File: src/rtl/snn_frame_loader_if.sv
// snn_frame_loader_if: bundles the UART-side, core-side and status signals of
// the frame loader. The master modport is the environment (UART pair + core),
// the slave modport is the frame loader itself.
interface snn_frame_loader_if #(
  parameter int DATA_W = 8,
  parameter int ADDR_W = 7
);
  logic              rx_rdy;
  logic [DATA_W-1:0] rx_data;
  logic              tx_busy;
  logic              tx_start;
  logic [DATA_W-1:0] tx_data;
  logic              frame_rdy;
  logic [ADDR_W-1:0] rd_addr;
  logic [DATA_W-1:0] rd_data;
  logic              result_vld;
  logic [DATA_W-1:0] result;
  logic [7:0]        led;
  logic              overrun;

  modport master (
    output rx_rdy, rx_data, tx_busy, rd_addr, result_vld, result,
    input  tx_start, tx_data, frame_rdy, rd_data, led, overrun
  );

  modport slave (
    input  rx_rdy, rx_data, tx_busy, rd_addr, result_vld, result,
    output tx_start, tx_data, frame_rdy, rd_data, led, overrun
  );
endinterface

File: src/rtl/snn_frame_loader.sv
// snn_frame_loader: buffers a FRAME_BYTES-long frame of UART bytes for the SNN
// core, returns the core's result byte over UART and on the LEDs.
// Ports: clk, rst_n (synchronous, active-low); bus (snn_frame_loader_if.slave):
//   rx_rdy/rx_data in, tx_busy in, tx_start/tx_data out, frame_rdy out,
//   rd_addr in / rd_data out (1-cycle registered read), result_vld/result in,
//   led out, overrun out (sticky until reset).
// Optional feature: define SNN_ECHO_EN to echo every accepted frame byte.
module snn_frame_loader #(
  parameter int DATA_W      = 8,
  parameter int FRAME_BYTES = 98,
  parameter int ADDR_W      = $clog2(FRAME_BYTES)
) (
  input logic               clk,
  input logic               rst_n,
  snn_frame_loader_if.slave bus
);

  typedef enum logic [1:0] {LOAD, FULL, SEND} state_t;

  state_t            state;
  state_t            state_nxt;

  // Frame buffer; deliberately not reset.
  logic [DATA_W-1:0] mem [FRAME_BYTES];

  logic [ADDR_W-1:0] wr_cnt;
  logic [DATA_W-1:0] res_reg;
  logic [DATA_W-1:0] tx_hold;
  logic [DATA_W-1:0] rd_q;
  logic [7:0]        led_q;
  logic [7:0]        led_nxt;
  logic              overrun_q;

  logic              last_byte;
  logic              wr_en;
  logic              res_take;
  logic              send_fire;
  logic              frame_rdy_c;

  assign last_byte = (wr_cnt == ADDR_W'(FRAME_BYTES - 1));

  // LED shows the low byte of the result, zero-extended for narrow results.
  if (DATA_W >= 8) begin : g_led_trunc
    assign led_nxt = bus.result[7:0];
  end else begin : g_led_ext
    assign led_nxt = {{(8 - DATA_W){1'b0}}, bus.result};
  end

  // State register
  always_ff @(posedge clk) begin
    if (!rst_n) state <= LOAD;
    else        state <= state_nxt;
  end

  // Next-state logic
  always_comb begin
    state_nxt = state;
    unique case (state)
      LOAD:    if (bus.rx_rdy && last_byte) state_nxt = FULL;
      FULL:    if (bus.result_vld)          state_nxt = SEND;
      SEND:    if (!bus.tx_busy)            state_nxt = LOAD;
      default: state_nxt = LOAD;
    endcase
  end

  // Output / strobe decode
  always_comb begin
    wr_en       = (state == LOAD) && bus.rx_rdy;
    res_take    = (state == FULL) && bus.result_vld;
    send_fire   = (state == SEND) && !bus.tx_busy;
    frame_rdy_c = (state == FULL);
  end

  // Buffer write port
  always_ff @(posedge clk) begin
    if (wr_en) mem[wr_cnt] <= bus.rx_data;
  end

`ifdef SNN_ECHO_EN
  logic echo_pend;
`endif

  always_ff @(posedge clk) begin
    if (!rst_n) begin
      wr_cnt    <= '0;
      res_reg   <= '0;
      led_q     <= '0;
      overrun_q <= 1'b0;
      tx_hold   <= '0;
      rd_q      <= '0;
`ifdef SNN_ECHO_EN
      echo_pend <= 1'b0;
`endif
    end else begin
      // Old data is returned when reading the address being written.
      rd_q <= mem[bus.rd_addr];

      if (wr_en) wr_cnt <= last_byte ? '0 : wr_cnt + 1'b1;

      if (bus.rx_rdy && (state != LOAD)) overrun_q <= 1'b1;

      if (res_take) begin
        res_reg <= bus.result;
        led_q   <= led_nxt;
      end

      // tx_hold keeps the last transmitted byte so tx_data stays put
      // between transmit requests.
`ifdef SNN_ECHO_EN
      echo_pend <= wr_en && !bus.tx_busy;
      if (wr_en && !bus.tx_busy) tx_hold <= bus.rx_data;
      else if (send_fire)        tx_hold <= res_reg;
`else
      if (send_fire) tx_hold <= res_reg;
`endif
    end
  end

  // The result request is combinational on SEND so it can go out in the
  // first cycle after capture; the echo request is one cycle after rx_rdy.
`ifdef SNN_ECHO_EN
  assign bus.tx_start = send_fire || echo_pend;
`else
  assign bus.tx_start = send_fire;
`endif
  assign bus.tx_data   = send_fire ? res_reg : tx_hold;
  assign bus.frame_rdy = frame_rdy_c;
  assign bus.rd_data   = rd_q;
  assign bus.led       = led_q;
  assign bus.overrun   = overrun_q;

endmodule

File: src/flat_wrapper.sv
// flat-port wrapper written by rule: the top's interface ports become plain ports
module snn_frame_loader_flat 
#(
  parameter int DATA_W      = 8,
  parameter int FRAME_BYTES = 98,
  parameter int ADDR_W      = $clog2(FRAME_BYTES)
)
  (clk, rst_n, bus_rx_rdy, bus_rx_data, bus_tx_busy, bus_rd_addr, bus_result_vld, bus_result, bus_tx_start, bus_tx_data, bus_frame_rdy, bus_rd_data, bus_led, bus_overrun);
  snn_frame_loader_if #(.DATA_W(DATA_W), .ADDR_W(ADDR_W)) bus_i ();
  input logic clk;
  input logic rst_n;
  input wire logic [$bits(bus_i.rx_rdy)-1:0] bus_rx_rdy;
  input wire logic [$bits(bus_i.rx_data)-1:0] bus_rx_data;
  input wire logic [$bits(bus_i.tx_busy)-1:0] bus_tx_busy;
  input wire logic [$bits(bus_i.rd_addr)-1:0] bus_rd_addr;
  input wire logic [$bits(bus_i.result_vld)-1:0] bus_result_vld;
  input wire logic [$bits(bus_i.result)-1:0] bus_result;
  output wire logic [$bits(bus_i.tx_start)-1:0] bus_tx_start;
  output wire logic [$bits(bus_i.tx_data)-1:0] bus_tx_data;
  output wire logic [$bits(bus_i.frame_rdy)-1:0] bus_frame_rdy;
  output wire logic [$bits(bus_i.rd_data)-1:0] bus_rd_data;
  output wire logic [$bits(bus_i.led)-1:0] bus_led;
  output wire logic [$bits(bus_i.overrun)-1:0] bus_overrun;
  assign bus_i.rx_rdy = bus_rx_rdy;
  assign bus_i.rx_data = bus_rx_data;
  assign bus_i.tx_busy = bus_tx_busy;
  assign bus_i.rd_addr = bus_rd_addr;
  assign bus_i.result_vld = bus_result_vld;
  assign bus_i.result = bus_result;
  assign bus_tx_start = bus_i.tx_start;
  assign bus_tx_data = bus_i.tx_data;
  assign bus_frame_rdy = bus_i.frame_rdy;
  assign bus_rd_data = bus_i.rd_data;
  assign bus_led = bus_i.led;
  assign bus_overrun = bus_i.overrun;
  snn_frame_loader #(.DATA_W(DATA_W), .FRAME_BYTES(FRAME_BYTES), .ADDR_W(ADDR_W)) u_core (.clk(clk), .rst_n(rst_n), .bus(bus_i));
endmodule
File: config.mk
export PLATFORM = sky130hd
export DESIGN_NAME = snn_frame_loader_flat
export DESIGN_NICKNAME = d
export VERILOG_FILES = /design/src/rtl/snn_frame_loader_if.sv /design/src/rtl/snn_frame_loader.sv /design/src/flat_wrapper.sv
export SDC_FILE = /design/constraint.sdc
export NUM_CORES = 1
export LEC_CHECK = 0
export ABC_AREA = 0
export BUFFER_PORTS_ARGS = -buffer_cell sky130_fd_sc_hd__buf_4
export CORE_ASPECT_RATIO = 1.4
export CORE_UTILIZATION = 30
export DETAILED_ROUTE_END_ITERATION = 8
export PLACE_DENSITY = 0.5
export SYNTH_ARGS = -nofsm -noshare
export SYNTH_HDL_FRONTEND = slang
export SYNTH_SLANG_ARGS = --single-unit
File: constraint.sdc
create_clock -name clk -period 3.62 [get_ports clk]
set_input_delay 0.905 -clock clk [delete_from_list [all_inputs] [get_ports clk]]
set_output_delay 0.905 -clock clk [all_outputs]
set_load 0.03 [all_outputs]
### After elaboration in Yosys (flattened, before gate mapping)

Memories as Yosys holds them, arrays and structs flattened. A register that Yosys moved wholly into a read port is not among the register bits.
Index checks and enable logic that the tools add are counted.

| storage, ports and cells | value |
|---|---|
| register bits | 26 |
| memory bits (writable) | 784 |
| bits of input ports | 28 |
| output and inout port bits | 27 |
| word-level logic and storage cells | 31 |
| memories | 1 |

| cells by class | value |
|---|---|
| $add $sub $neg | 1 |
| equal/unequal tests | 6 |
| mux-type cells | 8 |
| reduce and logical (&&, ||, !) cells | 10 |

Memory list:

| memory | words | width | read ports | clocked after memory_dff | wr ports | RTL line | RTL |
|---|---|---|---|---|---|---|---|
| u_core.mem | 98 | 8 | 1 | 1 | 1 | snn_frame_loader.sv:24 | `logic [DATA_W-1:0] mem [FRAME_BYTES];` |

Operators by type and width:

| operator | count |
|---|---|
| $mux W8 | 1 |
| $add A7 B1 Y7 const B | 1 |
| $eq A7 B7 Y1 const B | 1 |
| $mux W7 | 1 |
| $mux W2 | 3 |
| $pmux W2 S3 | 1 |
| $logic_and A1 B1 Y1 | 5 |
| $ne A2 B2 Y1 const B | 2 |
| $reduce_and A3 Y1 | 1 |
| $eq A2 B1 Y1 const B | 1 |
| $eq A2 B2 Y1 const B | 1 |
| $logic_not A1 Y1 | 2 |
| $logic_not A2 Y1 | 1 |
| $mux W1 | 2 |
| $ne A2 B1 Y1 const B | 1 |
| $reduce_bool A2 Y1 | 1 |

### Depth between registers and ports, before layout

Gate-level depths: netlist of the first run.

| depth | value |
|---|---|
| depth after elaboration | 4 |
| gate-level depth with buffers | 11 |
| mapped depth without buffers | 6 |

### Least setup slack after synthesis of the first run

No wires, ideal clock.

| path | value |
|---|---|
| path kind | input to output |
| start point | input port bus_tx_busy |
| end point | output port bus_tx_data[0] |
| data arrival time | 2.080 ns |
| path slack | 0.635 ns |
| stages on the path | 3 |
| path buffers | 1 |
| cell sequence | nor3b_1 clkbuf_1 mux2_2 |

| on the way | value |
|---|---|
| cells in the longest elaborated chain, start to end | 3 |

Ends and longest elaborated chain:

| what | RTL line | RTL |
|---|---|---|
| start, declared | flat_wrapper.sv:14 | `input wire logic [$bits(bus_i.tx_busy)-1:0] bus_tx_busy;` |
| $logic_not A1 Y1 | n/a |  |
| $logic_and A1 B1 Y1 | snn_frame_loader.sv:70 | `send_fire = (state == SEND) && !bus.tx_busy;` |
| net bus_tx_start | flat_wrapper.sv:18 | `output wire logic [$bits(bus_i.tx_start)-1:0] bus_tx_start;` |
| $mux W8 | snn_frame_loader.sv:126 | `assign bus.tx_data = send_fire ? res_reg : tx_hold;` |
| end, declared | flat_wrapper.sv:19 | `output wire logic [$bits(bus_i.tx_data)-1:0] bus_tx_data;` |

The timed path passes the listed nets, and every way through them passes these cells.

==> results of run 1 <==
-- cell type report --
class / instances / area [sq um] / share of cell area
Sequential cell: 818 / 24220 / 0.6428
Multi-Input combinational cell: 697 / 7246 / 0.1923
Clock buffer: 96 / 2101 / 0.05575
Timing Repair Buffer: 247 / 2041 / 0.05416
Tap cell: 1358 / 1699 / 0.04509
Clock inverter: 35 / 357.8 / 0.009496
Inverter: 4 / 15.01 / 0.0003984
-- critical path: stages --
cell	delay, ns
buf_8	0.25
buf_4	0.29
buf_4	0.25
mux2_2	0.19
o22ai_1	0.10
o31ai_1	0.54
a211oi_1	0.14
nor4_1	0.62
o311a_1	0.22
-- power breakdown --
part	internal [mW]	total [mW]	switching (mW)	leakage, nW
registers	10.4	10.4	0.0223	7.33
logic	0.402	1.04	0.641	3.71
clock network	4.60	8.04	3.44	1.19
-- registers in the layout, indices dropped and copies added (netlist names) --
signal / cells
u_core.bus.led: 8
u_core.bus.overrun: 1
u_core.bus.rd_data: 8
u_core.mem: 784
u_core.state: 2
u_core.tx_hold: 8
u_core.wr_cnt: 7
-- kinds of logic (layout without fill, tap and decap cells) --
| group | after synthesis | after routing | share of synthesized area |
|---|---|---|---|
| AOI/OAI and AO/OA | 149 | 149 | 0.03300 |
| xor gates and xnor gates | 4 | 4 | 0.001096 |
| adders and majority gates | 2 | 2 | 0.0007829 |
| buffers and inverters | 92 | 382 | 0.01535 |
| DFF | 818 | 818 | 0.7579 |
| muxes | 293 | 293 | 0.1581 |
| and+or+nand+nor | 249 | 249 | 0.03371 |
-- worst max path at each step --
stage | to | slack (ns) | depth (start not counted)
3_5_place_dp | u_core.bus.rd_data[5] | -0.01 | 9
5_1_grt | u_core.bus.rd_data[5] | 0.57 | 9
3_3_place_gp | u_core.bus.rd_data[5] | 0.04 | 9
4_1_cts | bus_tx_data[3] | 0.63 | 4
2_1_floorplan | bus_tx_data[0] | 0.63 | 3
6_report | u_core.bus.rd_data[5] | 0.65 | 9
-- layer usage --
| metal | vias up | share of wire | global-route usage |
|---|---|---|---|
| met5 | - | 0.00029 | 0 |
| met4 | 4 | 0.024 | 0.04681 |
| met3 | 118 | 0.039 | 0.02200 |
| met2 | 372 | 0.54 | 0.2752 |
| met1 | 8459 | 0.40 | 0.1773 |
| li1 | 7017 | - | - |
-- cell usage after synthesis, types with 3 or more instances --
library cell / number / area share
a211o_1: 4 / 0.0011
a211oi_1: 18 / 0.0042
a21boi_0: 10 / 0.0023
a21oi_1: 16 / 0.0025
a221o_1: 5 / 0.0016
a221oi_1: 5 / 0.0014
a22oi_1: 14 / 0.0033
a31o_2: 7 / 0.0019
a31oi_1: 5 / 0.00098
and2_1: 17 / 0.0033
buf_1: 3 / 0.00035
buf_2: 23 / 0.0036
buf_4: 16 / 0.0038
buf_6: 6 / 0.0021
clkbuf_1: 39 / 0.0046
dfxtp_1: 34 / 0.021
edfxtp_1: 784 / 0.74
inv_1: 3 / 0.00035
mux2_2: 45 / 0.016
mux2i_1: 83 / 0.026
mux4_2: 165 / 0.12
nand2_1: 51 / 0.0060
nand2b_1: 3 / 0.00059
nand3_1: 22 / 0.0034
nor2_1: 132 / 0.016
nor2b_1: 11 / 0.0022
nor4_1: 3 / 0.00059
o21a_1: 6 / 0.0014
o21ai_0: 15 / 0.0023
o21ai_1: 3 / 0.00047
o221ai_1: 4 / 0.0011
o22ai_1: 22 / 0.0043
o311a_1: 7 / 0.0022
o31ai_1: 7 / 0.0016
xor2_1: 3 / 0.00082
-- through the flow --
stage | power [mW] | setup TNS [ns] | utilization | setup slack, ns
after detailed placement | 11.68 | -0.009780 | 0.3339 | -0.009780
after floorplan | 11.15 | 0 | - | 0.6348
after global routing | 20.09 | 0 | 0.3572 | 0.5694
after global placement | 11.67 | 0 | 0.3339 | 0.04137
after CTS | 19.74 | 0 | 0.3572 | 0.6332
final | 19.49 | 0 | 0.3572 | 0.6462
==> run_results.csv, run 1 <==
group,metric,value,unit
status,status,"finished, final reports clean",
global_route,gr-total-overflow,0,
timing,setup_viol,0,
clocking,cts_root_buffer,"clkbuf_16",
detailed_routing,vias,15970,
timing,worst_slew_pin_slew,1.137,ns
final_layout,nFillCells,9804,
floorplanning,rows,141,
final_layout,fin_cells,3255,
global_route,grt_max_degree,99,
pwr,cellPowerDensity,517.2,nW/um^2
synthesis,netlist_area,31960,sq um
detailed_routing,first_pass_iters,5,
floorplanning,start_util,0.3029,
place,dp_cells,3124,
clocking,cts_tree,"done",
clocking,clkTransAtPathRegs,0.06,ns
place,io_buffers,54,
detailed_routing,wire_per_inst,24.55,um
clocking,htree_levels,3,
timing,finalHoldViolations,0,
detailed_routing,drt_iter0_markers,1189,
timing,relSlewSlack,0.2419,
hold_path,hold_end,"u_core.bus.overrun",
timing,fmax,0.3363,GHz
worst_setup_path,required,4.20,ns
worst_setup_path,crit_path_end_kind,"register",
synthesis,synth_cells,1607,
worst_setup_path,r2r_setup_slack,1.36,ns
synthesis,yosysSeqAreaShare,0.7579,
timing,timing.hold.ws,0.4757,ns
clocking,cts_buffers,76,
floorplanning,core-area,105500,sq um
worst_setup_path,crit-reg2reg-launch,"u_core.state[1]",
global_route,grt_pass1_wl,117800,um
global_route,grt_pass1_vias,17000,
timing,slew_viol_final,0,
place,placed_cell_area,35220,sq um
hold_path,hold_path.class,"reg2reg",
global_route,antenna_found_initial,3,
timing,period_minus_slack,2.974,ns
clocking,insertion_delay,0.64,ns
final_layout,layout_commonest_cell,"edfxtp_1",
worst_setup_path,crit_arrival,3.56,ns
synthesis,post_synth_num_cell_types,46,
floorplanning,die_area,107900,sq um
hold_path,holdCritStartpoint,"u_core.bus.overrun",
synthesis,synth_ff_type,"edfxtp_1",
floorplanning,die_h,388.2,um
detailed_routing,wl,79910,um
worst_setup_path,critPathKind,"in2reg",
synthesis,synthArstFlopShare,0,
synthesis,syn_nets,1637,
place,gp_congestion,0.8302,
pwr,p_leak,12.23,nW
timing,clock-skew-final,0.02578,ns
final_layout,drive_gt1_frac,0.3021,
timing,min_period_over_period,0.8215,
worst_setup_path,worstSetupStartpointType,"input pin",
synthesis,syn_area_per_cell,19.89,sq um
floorplanning,die_w,277.9,um
final_layout,layout_common_cells,"edfxtp_1, buf_4, mux4_2, nor2_1, mux2i_1",
clocking,cts_setup_buffers,0,
final_layout,stdcell_area,37680,sq um
worst_setup_path,crit_path_start,"bus_rd_addr[0]",
synthesis,synth_edf_count,784,
worst_setup_path,reg2reg_to,"u_core.mem[49][2]",
final_layout,area_growth,17.91,%
place,dp_hpwl,51370,um
synthesis,ys_ff_latch,818,
clocking,cts.sinks,818,
worst_setup_path,rr_worst_depth,7,
final_layout,n_antenna_cell,0,
detailed_routing,drc,0,
floorplanning,ios,55,
global_route,track_usage,0.1493,
clocking,cts_resized,0,
final_layout,nNetsFinal,1874,
detailed_routing,vias_per_cell,4.906,
hold_path,hold_depth,1,
timing,rsz0062_at_grt,"false",
clocking,cts-hold-fix-buffers,0,
worst_setup_path,cp_max_fo,23,
synthesis,yosys_warnings,0,
detailed_routing,ant_nets,0,
clocking,clock_path_buffers,3,
pwr,ir_worst_vdd,0.3975,mV
job,cap_violations,0,
No activity file was read; power rests on OpenSTA's default activity.
==> run 2, diff against run 1 <==
--- a/config.mk
+++ b/config.mk
@@ -5,12 +5,12 @@
 export SDC_FILE = /design/constraint.sdc
 export NUM_CORES = 1
 export LEC_CHECK = 0
-export ABC_AREA = 0
+export ABC_AREA = 1
 export BUFFER_PORTS_ARGS = -buffer_cell sky130_fd_sc_hd__buf_4
 export CORE_ASPECT_RATIO = 1.4
 export CORE_UTILIZATION = 30
 export DETAILED_ROUTE_END_ITERATION = 8
-export PLACE_DENSITY = 0.5
+export PLACE_DENSITY = 0.52
 export SYNTH_ARGS = -nofsm -noshare
 export SYNTH_HDL_FRONTEND = slang
 export SYNTH_SLANG_ARGS = --single-unit
==> constraint.sdc (replaced) <==
create_clock -name clk -period 2.6 [get_ports clk]
set_input_delay 0.65 -clock clk [delete_from_list [all_inputs] [get_ports clk]]
set_output_delay 0.65 -clock clk [all_outputs]
set_load 0.03 [all_outputs]
==> run_results.csv, run 2 <==
group,metric,value,unit
synthesis,syn_area_per_cell,11.39,sq um
place,io_buffers,54,
synthesis,yosys_warnings,0,
pwr,cellPowerDensity,688.2,nW/um^2
timing,period_minus_slack,2.492,ns
timing,rsz0062_at_grt,"false",
synthesis,yosysMostFrequentCell,"nand2_1",
final_layout,n_antenna_cell,0,
global_route,antenna_found_initial,3,
place,gp_congestion,0.8224,
detailed_routing,vias,22280,
floorplanning,ios,55,
worst_setup_path,crit_arrival,1.84,ns
synthesis,synth_edf_count,784,
floorplanning,core-area,111600,sq um
global_route,grt_pass1_wl,142600,um
pwr,ir_worst_vdd,0.4998,mV
clocking,cts-hold-fix-buffers,0,
final_layout,largest_register_ffs,784,
final_layout,fin_cells,4663,
hold_path,holdCritStartpoint,"bus_result_vld",
clocking,cts_tree,"done",
floorplanning,die_w,285.3,um
final_layout,seq_area,24230,sq um
global_route,track_usage,0.1686,
worst_setup_path,critPathKind,"reg2out",
detailed_routing,ant_nets,0,
place,dp_cells,4528,
synthesis,synth_top_area_frac,0.6984,
timing,min_period_over_period,0.9585,
final_layout,layout_common_cells,"nand2_1, edfxtp_1, nand3_1, buf_4, nor2_1",
worst_setup_path,slowest_stage,"dfxtp_2",
clocking,clock_path_buffers,3,
floorplanning,start_util,0.3021,
global_route,grt_pass1_vias,22030,
timing,clock-skew-final,0.01975,ns
global_route,grt_max_degree,99,
floorplanning,die_area,113700,sq um
synthesis,synth_top_area_cell,"edfxtp_1",
timing,relSlewSlack,0.4858,
floorplanning,rows,145,
clocking,cts_root_buffer,"clkbuf_16",
global_route,use_met2,0.3004,
global_route,use_met3,0.02246,
clocking,cts_buffers,74,
final_layout,regMostFlops,"u_core.mem",
place,placed_cell_area,37040,sq um
detailed_routing,drc,0,
place,dp_hpwl,59580,um
synthesis,synth_ff_type,"edfxtp_1",
final_layout,drive_gt1_frac,0.1281,
timing,slew_viol_final,0,
clocking,clkTransAtPathRegs,0.06,ns
pwr,p_leak,14.36,nW
global_route,top_usage_layer,"met2",
status,status,"finished, final reports clean",
clocking,htree_levels,3,
timing,fmax,0.4013,GHz
global_route,gr-total-overflow,0,
worst_setup_path,crit-reg2reg-launch,"u_core.state[0]",
clocking,cts.sinks,818,
worst_setup_path,crit_path_start,"u_core.state[0]",
synthesis,synth_top_cells_by_area,"edfxtp_1, nand2_1, nand3_1, nor2_1, dfxtp_1",
synthesis,netlist_area,33710,sq um
job,cap_violations,0,
clocking,insertion_delay,0.66,ns
global_route,grt_use_met1,0.2003,
detailed_routing,drt_iter0_markers,1538,
timing,finalHoldViolations,0,
detailed_routing,wl,95740,um
final_layout,area_growth,16.96,%
timing,setup_viol,0,
synthesis,synthTopCellsByCount,"nand2_1, edfxtp_1, nand3_1",
synthesis,synth_cells,2959,
synthesis,syn_nets,2989,
final_layout,nFillCells,11050,
timing,worst_slew_pin_slew,0.7704,ns
final_layout,fin_util,0.3534,
floorplanning,die_h,398.6,um
worst_setup_path,max_stage_delay,0.34,ns
worst_setup_path,crit_chain,"inv_2, nand2_2, nor2_4, buf_12, or2_2, inv_1, a21oi_2, buf_4",
detailed_routing,wire_per_inst,20.53,um
final_layout,layout_commonest_cell,"nand2_1",
synthesis,yosysSeqAreaShare,0.7186,
final_layout,nNetsFinal,3167,
detailed_routing,vias_per_cell,4.778,
worst_setup_path,required,1.95,ns
worst_setup_path,crit_path_end_kind,"output port",
synthesis,post_synth_num_cell_types,28,
synthesis,ys_ff_latch,818,
pwr,p_total,27.13,mW
detailed_routing,first_pass_iters,5,
final_layout,stdcell_area,39430,sq um
worst_setup_path,cp_max_fo,13,
hold_path,hold_path.class,"in2reg",
timing,timing.hold.ws,0.2594,ns
synthesis,synthArstFlopShare,0,
worst_setup_path,worstSetupStartpointType,"register",
final_layout,multi_input_area,8160,sq um
-- run 2: critical path: cells and delay by family, from the launching register on --
kind,cells,cell delay [ns]
DFF,1,0.34
buffers and inverters,4,0.42
and+or+nand+nor,3,0.39
AOI/OAI and AO/OA,1,0.04
-- run 2: cell families after synthesis --
kind of cell,Yosys count,synth area share
buf+inv,222,0.03990
fa+ha+maj,2,0.0007422
compound gates,98,0.01626
simple gates,1819,0.2245
flops,818,0.7186
-- run 2: cell type report --
type | instances | share of cell area
clock inverters | 44 | 0.008885
flip-flops and latches | 818 | 0.6144
clock buffers | 88 | 0.05017
well taps | 1470 | 0.04665
inverters | 38 | 0.004094
multi-input cells | 1919 | 0.2070
repair buffers | 286 | 0.06883
-- run 2: power breakdown --
group          internal [mW]  switching [mW]  total (mW)
Combinational          0.551            1.31        1.86
Sequential              14.5          0.0293        14.5
Clock                   5.94            4.85        10.8
-- run 2: timing repair --
item,4_1_cts,5_1_grt
cloned,0,1
gates resized for setup,1,7
endpoints found under the setup margin,8,8
pin swaps,0,1
setup buffers,0,2
-- run 2: final timing paths --
kind	to	slack, ns	cells past startpoint
setup / recovery	bus_tx_data[0]	0.11	8
hold / removal	u_core.state[0]	0.26	4
setup reg to reg	u_core.mem[68][4]	0.32	8
hold reg to reg	u_core.bus.overrun	0.46	2
-- run 2: per-stage QoR --
| stage | worst slack, ns | setup TNS, ns |
|---|---|---|
| floorplan | 0.2683 | 0 |
| global placement | -0.06868 | -0.1672 |
| detailed placement | -0.07907 | -0.2060 |
| CTS | 0.006812 | 0 |
| global route | 0.009907 | 0 |
| finish | 0.1078 | 0 |
-- run 2: per-layer routing --
layer  part of all wire  vias up  wire length, um
met4              0.042        4             4006
met2               0.51      605            49140
met3              0.044      168             4258
met5            0.00025        -               24
met1               0.40    10910            38320
li1                   -    10600                -
==> run 3, diff against run 2 <==
--- a/config.mk
+++ b/config.mk
@@ -8,9 +8,9 @@
 export ABC_AREA = 1
 export BUFFER_PORTS_ARGS = -buffer_cell sky130_fd_sc_hd__buf_4
 export CORE_ASPECT_RATIO = 1.4
-export CORE_UTILIZATION = 30
+export CORE_UTILIZATION = 50
 export DETAILED_ROUTE_END_ITERATION = 8
-export PLACE_DENSITY = 0.52
+export PLACE_DENSITY = 0.72
 export SYNTH_ARGS = -nofsm -noshare
 export SYNTH_HDL_FRONTEND = slang
 export SYNTH_SLANG_ARGS = --single-unit
==> run_results.csv, run 3 (synthesized netlist as in run 2, its figures left out) <==
group,metric,value,unit
status,status,"finished, final reports clean",
global_route,grt_max_degree,99,
floorplanning,start_util,0.5054,
timing,worst_slew_pin_slew,0.5877,ns
pwr,p_leak,14.13,nW
clocking,cts-hold-fix-buffers,0,
global_route,grt_pass1_vias,22470,
worst_setup_path,critPathKind,"reg2out",
worst_setup_path,slowest_stage,"dfxtp_2",
detailed_routing,drc,0,
final_layout,nFillCells,5296,
pwr,ir_worst_vdd,0.5706,mV
detailed_routing,wl,86260,um
detailed_routing,ant_nets,0,
place,gp_congestion,0.9324,
final_layout,largest_register_ffs,784,
final_layout,area_growth,13.38,%
clocking,cts_tree,"done",
final_layout,layout_commonest_cell,"nand2_1",
clocking,clock_path_buffers,3,
detailed_routing,wire_per_inst,21.53,um
clocking,cts.sinks,818,
clocking,htree_levels,3,
final_layout,drive_gt1_frac,0.1162,
clocking,cts_root_buffer,"clkbuf_16",
final_layout,layout_common_cells,"nand2_1, edfxtp_1, nand3_1, buf_4, nor2_1",
timing,slew_viol_final,0,
place,dp_hpwl,53380,um
pwr,power_switching,6.033,mW
floorplanning,ios,55,
timing,rsz0062_at_grt,"false",
worst_setup_path,max_stage_delay,0.35,ns
detailed_routing,vias,22930,
timing,fmax,0.4002,GHz
worst_setup_path,crit_arrival,1.85,ns
floorplanning,die_w,221.5,um
pwr,swShare,0.2250,
clocking,clkTransAtPathRegs,0.06,ns
pwr,internal_power,20.78,mW
timing,min_period_over_period,0.9610,
global_route,grt_pass1_wl,129800,um
place,io_buffers,54,
timing,finalHoldViolations,0,
timing,fin_setup_tns,0,ns
hold_path,hold_path.class,"in2reg",
worst_setup_path,worstSetupStartpointType,"register",
global_route,track_usage,0.2507,
clocking,insertion_delay,0.64,ns
worst_setup_path,cp_max_fo,13,
clocking,cts_buffers,73,
final_layout,nNetsFinal,3122,
global_route,antenna_found_initial,1,
floorplanning,die_h,309.2,um
worst_setup_path,crit_path_end_kind,"output port",
timing,setup_viol,0,
pwr,cellPowerDensity,701.5,nW/um^2
job,cap_violations,0,
global_route,gr-total-overflow,0,
timing,clock-skew-final,0.02529,ns
final_layout,fin_cells,4007,
place,detailedPlace.worstSlack,0.1594,ns
worst_setup_path,required,1.95,ns
final_layout,regMostFlops,"u_core.mem",
floorplanning,die_area,68480,sq um
timing,timing.hold.ws,0.2842,ns
timing,setup_slack,0.1013,ns
floorplanning,core-area,66700,sq um
worst_setup_path,crit_chain,"inv_2, nand2_2, nor2_4, buf_12, or2_2, inv_1, a21oi_1, buf_4",
timing,period_minus_slack,2.499,ns
pwr,share_comb_of_total_power,0.065,
detailed_routing,vias_per_cell,5.721,
pwr,pwr-share-clk,0.394,
pwr,power_frac_seq,0.540,
floorplanning,rows,112,
detailed_routing,drt_iter0_markers,2352,
place,dp_cells,3870,
pwr,p_total,26.81,mW
timing,relSlewSlack,0.6078,
detailed_routing,first_pass_iters,8,
-- run 3: changes by cell type in the layout (fill, tap and decap cells not counted), sizes merged --
cell	change
clkinv	-6
diode	+1
bufinv	-3
buf	-44
clkinvlp	-4
clkbuf	+11
inv	+4
-- run 3: critical path, delay by kind of cell, from the launching register on --
| family | cells | cell delay, ns |
|---|---|---|
| buffers and inverters | 4 | 0.43 |
| AND/OR/NAND/NOR | 3 | 0.38 |
| flip-flops | 1 | 0.35 |
| AO/OA/AOI/OAI | 1 | 0.05 |
-- run 3: power by group through the flow --
stage / Sequential, mW / Clock, mW / Combinational [mW]
final: 14.5 / 10.6 / 1.75
after global routing: 14.5 / 11.1 / 1.88
after CTS: 14.5 / 10.7 / 1.73
after detailed placement: 14.8 / 0 / 1.72
after global placement: 14.8 / 0 / 1.69
after floorplan: 14.8 / 0 / 0.969
-- run 3: cell type report --
type,instances,area (sq um),share of cell area
Multi-Input combinational cell,1919,8153,0.2133
Sequential cell,818,24230,0.6338
Timing Repair Buffer,242,2283,0.05974
Tap cell,855,1070,0.02799
Clock inverter,35,257.7,0.006744
Inverter,38,160.2,0.004190
Clock buffer,99,2068,0.05411
Antenna cell,1,2.502,0.00006547
-- run 3: final timing paths --
path / from / end / slack [ns] / cells past startpoint
setup / recovery: u_core.state[0] / bus_tx_data[6] / 0.10 / 8
hold / removal: bus_result_vld / u_core.state[0] / 0.28 / 4
setup reg to reg: u_core.state[1] / u_core.mem[2][4] / 0.45 / 7
hold reg to reg: u_core.bus.overrun / u_core.bus.overrun / 0.46 / 2
-- run 3: metrics by stage --
stage                     utilization  area, sq um
after floorplan                     -        33710
after global placement         0.5374        35850
after detailed placement       0.5374        35850
after CTS                      0.5723        38180
after global routing           0.5730        38220
final                          0.5730        38220
-- run 3: layer usage --
layer,vias up,global-route usage,routed length (um)
met3,267,0.03334,6273
met2,1149,0.4386,43500
met5,-,0,0
li1,10500,-,-
met1,11010,0.2925,31100
met4,0,0.1615,5380
-- run 3: timing repair --
action,CTS,global route
pin swaps,0,1
gates cloned,0,1
endpoints found under the hold margin,0,0
resized for setup,1,5
setup buffers,0,1
setup endpoints to repair,8,8
